## src/rtl/pc_sequencer.sv

```systemverilog
// Instruction fetch sequencer: single outstanding fetch, one-deep instruction hold
// register, and branch redirect with a flush pulse and a saturating redirect count.
//
// state | meaning
// REQ   | fetch request driven at PC, waiting for grant
// WAIT  | granted, waiting for read data
// HOLD  | instruction presented to decode until consumed
// DROP  | stale response outstanding after a redirect, discard it
module pc_sequencer #(
  parameter logic [31:0] RESET_PC = 32'h0000_0000
) (
  input  logic        clk,
  input  logic        rst_n,
  input  logic        NextPCSrc,
  input  logic        ExValid,
  input  logic [31:0] BrTarget,
  input  logic        Stall,
  output logic        IMemReq,
  output logic [31:0] IMemAddr,
  input  logic        IMemGnt,
  input  logic        IMemRValid,
  input  logic [31:0] IMemRData,
  output logic [31:0] Inst,
  output logic [31:0] InstPC,
  output logic        InstValid,
  output logic        Flush,
  output logic [15:0] FlushCnt
);

  typedef enum logic [1:0] {REQ, WAIT, HOLD, DROP} state_t;

  state_t      state, state_nxt;
  logic [31:0] pc, fetch_pc;
  logic        redirect, gnt_ok;

  assign redirect = ExValid & NextPCSrc;
  // IMemReq is low in the first cycle out of reset, so a grant only counts when requested
  assign gnt_ok   = IMemReq & IMemGnt;
  assign IMemAddr = pc;

  always_comb begin
    state_nxt = state;
    case (state)
      REQ: begin
        if (redirect)    state_nxt = gnt_ok ? DROP : REQ;
        else if (gnt_ok) state_nxt = WAIT;
      end
      WAIT: begin
        if (IMemRValid)    state_nxt = redirect ? REQ : HOLD;
        else if (redirect) state_nxt = DROP;
      end
      HOLD: begin
        if (redirect || !Stall) state_nxt = REQ;
      end
      // a redirect never abandons the outstanding response; it still has to be drained
      DROP: begin
        if (IMemRValid) state_nxt = REQ;
      end
      default: state_nxt = REQ;
    endcase
  end

  always_ff @(posedge clk or negedge rst_n) begin
    if (!rst_n) begin
      state     <= REQ;
      pc        <= RESET_PC;
      fetch_pc  <= RESET_PC;
      Inst      <= '0;
      InstPC    <= '0;
      InstValid <= 1'b0;
      Flush     <= 1'b0;
      FlushCnt  <= '0;
      IMemReq   <= 1'b0;
    end else begin
      state   <= state_nxt;
      IMemReq <= (state_nxt == REQ);
      Flush   <= redirect;
      if (redirect) begin
        pc        <= {BrTarget[31:2], 2'b00};
        InstValid <= 1'b0;
        if (FlushCnt != 16'hFFFF) FlushCnt <= FlushCnt + 16'd1;
      end else begin
        case (state)
          REQ: begin
            if (gnt_ok) fetch_pc <= pc;
          end
          WAIT: begin
            if (IMemRValid) begin
              Inst      <= IMemRData;
              InstPC    <= fetch_pc;
              InstValid <= 1'b1;
              pc        <= pc + 32'd4;
            end
          end
          HOLD: begin
            if (!Stall) InstValid <= 1'b0;
          end
          default: ;
        endcase
      end
    end
  end

endmodule

```

## config.mk

```make
export PLATFORM = sky130hd
export DESIGN_NAME = pc_sequencer
export DESIGN_NICKNAME = d
export VERILOG_FILES = /design/src/rtl/pc_sequencer.sv
export SDC_FILE = /design/constraint.sdc
export NUM_CORES = 1
export LEC_CHECK = 0
export ABC_AREA = 0
export CORE_UTILIZATION = 47
export DETAILED_ROUTE_END_ITERATION = 10
export PLACE_DENSITY_LB_ADDON = 0.1
export SYNTH_ARGS = -nofsm -noshare
export SYNTH_HDL_FRONTEND = slang
export SYNTH_SLANG_ARGS = --single-unit
```

## constraint.sdc

```tcl
create_clock -name clk -period 2 [get_ports clk]
set_clock_uncertainty 0.05 [all_clocks]
set_input_delay 0.4 -clock clk [delete_from_list [all_inputs] [get_ports clk]]
set_output_delay 0.4 -clock clk [all_outputs]
set_load 0.02 [all_outputs]
```

==> flow_metrics.env <==
export IMPL_crit_required_ns=1.55
export IMPL_first_global_vias=4596
export IMPL_numCtsBuffers=17
export IMPL_synth_distinct_cells=41
export IMPL_cap_violations=0
export IMPL_setup_tns_ns=0
export IMPL_p_switching_w=0.003865
export IMPL_maxSlewHeadroom_pct=65.01
export IMPL_path_cells="clkdlybuf4s50_1"
export IMPL_synth_seq_cells=143
export IMPL_ys_seq_area_share_pct=58.57
export IMPL_grt_antenna_before_repair=0
export IMPL_cts_clk_slew_worst_paths_ns=0.05
export IMPL_die_area_um2=13460
export IMPL_maxUsedRoutingLayer="met4"
export IMPL_synthCells=481
export IMPL_grt_pass1_wl_um=22420
export IMPL_instances_no_fill=877
export IMPL_crit_fanout=6
export IMPL_wl_met1_um=5688
export IMPL_synth_main_ff_cell="dfrtp_1"
export IMPL_die_w_um=116.0
export IMPL_initial_core_util_pct=48.22
export IMPL_critPathCaptureType="primary output"
export IMPL_netlist_area_um2=6110
export IMPL_nets=767
export IMPL_drc=0
export IMPL_yosysWarningCount=0
export IMPL_clock_latency_ns=0.41
export IMPL_grt_max_degree=61
export IMPL_overflow=0
export IMPL_slowest_delay_ns=0.65
export IMPL_rr_worst_depth=5
export IMPL_placed_cell_area_um2=8349
export IMPL_min_from="fetch_pc[23]$_DFFE_PN0P_"
export IMPL_groute_usage_overall_pct=22.01
export IMPL_max_freq_ghz=0.5126
export IMPL_io_pins=186
export IMPL_rsz0062_at_grt="false"
export IMPL_die_h_um=116.0
export IMPL_wirelength_um=13790
export IMPL_coreArea_um2=12670
export IMPL_dpl_hpwl_um=9814
export IMPL_vias=4450
export IMPL_r2r_slack_ns=0.14
export IMPL_synth_area_per_cell_um2=12.70
export IMPL_whs_endpoint="fetch_pc[23]$_DFFE_PN0P_"
export IMPL_area_growth_pct=46.57
export IMPL_ant_nets=0
export IMPL_critPathSlowestCell="clkdlybuf4s50_1"
export IMPL_hold_class="flip-flop to flip-flop"
export IMPL_firstDrtPassIters=4
export IMPL_dp_slack_ns=-0.2585
export IMPL_via_per_inst=5.074
export IMPL_hold_violations=0
export IMPL_period_share_pct=97.55
export IMPL_dr_wl_met2_um=7072
export IMPL_synth_edff_count=0
export IMPL_pwr_share_comb_pct=38.3
export IMPL_cts_max_path_buffers=2
export IMPL_antenna_cells=0
export IMPL_cts_root_buf="clkbuf_16"
export IMPL_num_rows=41
export IMPL_placed_cells=846
export IMPL_gp_congestion=0.7630
export IMPL_critPathTopFamily="buffers and inverters"
export IMPL_fin_ws_ns=0.04902
export IMPL_drv_slew=0
export IMPL_cts_tree="yes"
export IMPL_min_path_cells=2
export IMPL_swShare_pct=31.47
export IMPL_async_reset_ff_share_pct=100.0
export IMPL_clock_sinks=143
export IMPL_p_int_w=0.008416
export IMPL_r2r_end="IMemAddr[22]$_DFFE_PN0N_"
export IMPL_worstMarginPinSlew_ns=0.5248
export IMPL_final_common_cell="clkdlybuf4s50_1"
export IMPL_start_kind="flip-flop"
export IMPL_p_leak_nw=3.957
export IMPL_crit_arrival_ns=1.50
export IMPL_wire_per_inst_um=15.72
export IMPL_finalInstanceArea_um2=8955
export IMPL_path_buf_inv=1
export IMPL_drt_iter0_drc=117
export IMPL_whs_ns=0.4289
export IMPL_fillers=977
export IMPL_irDropWorstVdd_uv=769.3
export IMPL_r2r_start="IMemAddr[9]$_DFFE_PN0N_"
export IMPL_cts_htree_levels=4
export IMPL_final_cell_mix="156 x clkdlybuf4s50_1, 143 x dfrtp_1, 92 x mux2_2, 55 x nand2_1"
export IMPL_fin_crit_ns=1.951
export IMPL_port_buffers=179
export IMPL_setup_viol=0
export IMPL_power_density_nw_per_um2=1371
export IMPL_wl_met3_um=839
export IMPL_drive_above_1_share_pct=23.97
export IMPL_status="finished clean"
export IMPL_p_seq_share_pct=37.8
export IMPL_clock_power_share_pct=23.9
export IMPL_path_class="flip-flop to primary output"
worst min-delay path, delay by kind of cell (launching register included):
family / cells / cell delay, ns
flip-flops: 1 / 0.34
AO/OA/AOI/OAI: 1 / 0.06
AND/OR/NAND/NOR: 1 / 0.04
stage by stage:
stage	utilization, %	power, W
finish	70.67	0.01228
global route	70.67	0.01296
CTS	70.34	0.01244
detailed placement	65.89	0.009452
global placement	65.89	0.009267
floorplan	-	0.007098
state kept, by name, indices dropped and copies added (netlist names):
signal,count
FlushCnt,16
IMemAddr,30
Flush,1
IMemReq,1
state,2
InstPC,30
fetch_pc,30
Inst,32
InstValid,1
layout make-up:
type | instances | area, um^2 | area share (%)
clock buffer | 24 | 501.7 | 5.603
inverter | 3 | 11.26 | 0.1258
multi-input combinational | 314 | 2414 | 26.95
clock inverter | 6 | 57.56 | 0.6427
sequential | 143 | 3578 | 39.96
tap | 172 | 215.2 | 2.403
timing repair buffer | 215 | 2177 | 24.31
cell usage after synthesis, types with 6 or more instances:
master | number | area [um^2]
nor2_1 | 12 | 45.04
buf_2 | 9 | 45.04
dfrtp_1 | 143 | 3578
nand3_1 | 16 | 80.08
clkbuf_1 | 9 | 33.78
and3_1 | 6 | 37.54
nand4_1 | 9 | 56.30
nor3_1 | 9 | 45.04
mux2_2 | 92 | 1036
o21ai_0 | 29 | 145.1
xnor2_1 | 26 | 227.7
nand2_1 | 55 | 206.5
xor2_1 | 16 | 140.1
power by group through the flow:
stage          Combinational, W  Sequential [W]  Clock [W]
2_1_floorplan           0.00154         0.00556          0
3_3_place_gp            0.00466         0.00461          0
3_5_place_dp            0.00476         0.00469          0
4_1_cts                 0.00478         0.00465    0.00301
5_1_grt                 0.00503         0.00478    0.00316
6_report                0.00470         0.00464    0.00294
kinds of logic after synthesis:
kind of cell	share of synthesized area (%)
multiplexers	17.12
adder cells (fa/ha/maj)	0.4095
AO/OA/AOI/OAI	3.236
AND/OR/NAND/NOR	12.37
other	0.06138
XOR/XNOR	6.021
flip-flops	58.57
buffers and inverters	2.212
worst max path at each step:
stage,start,end,cells past startpoint
2_1_floorplan,IMemAddr[2]$_DFFE_PN0N_,IMemAddr[28]$_DFFE_PN0N_,6
3_3_place_gp,IMemRValid,IMemAddr[31]$_DFFE_PN0N_,6
3_5_place_dp,IMemRValid,Inst[19]$_DFFE_PN0P_,6
4_1_cts,IMemAddr[11]$_DFFE_PN0N_,IMemAddr[11],1
5_1_grt,FlushCnt[2]$_DFFE_PN0P_,FlushCnt[2],1
6_report,IMemAddr[12]$_DFFE_PN0N_,IMemAddr[12],1
per-layer routing:
| layer | GRT usage (%) | up-vias |
|---|---|---|
| met5 | 0 | - |
| met4 | 8.462 | 0 |
| met3 | 6.381 | 16 |
| met2 | 37.26 | 129 |
| met1 | 26.59 | 2197 |
| li1 | - | 2108 |
timing repair:
| item | in CTS | in global routing |
|---|---|---|
| setup endpoints to repair | 5 | 17 |
| hold buffers | 1 | 0 |
| gates resized for setup | 5 | 17 |
| gates cloned | 0 | 0 |
| setup buffers | 0 | 0 |
| endpoints found under the hold margin | 44 | 0 |
(Power assumes the default switching activity.)
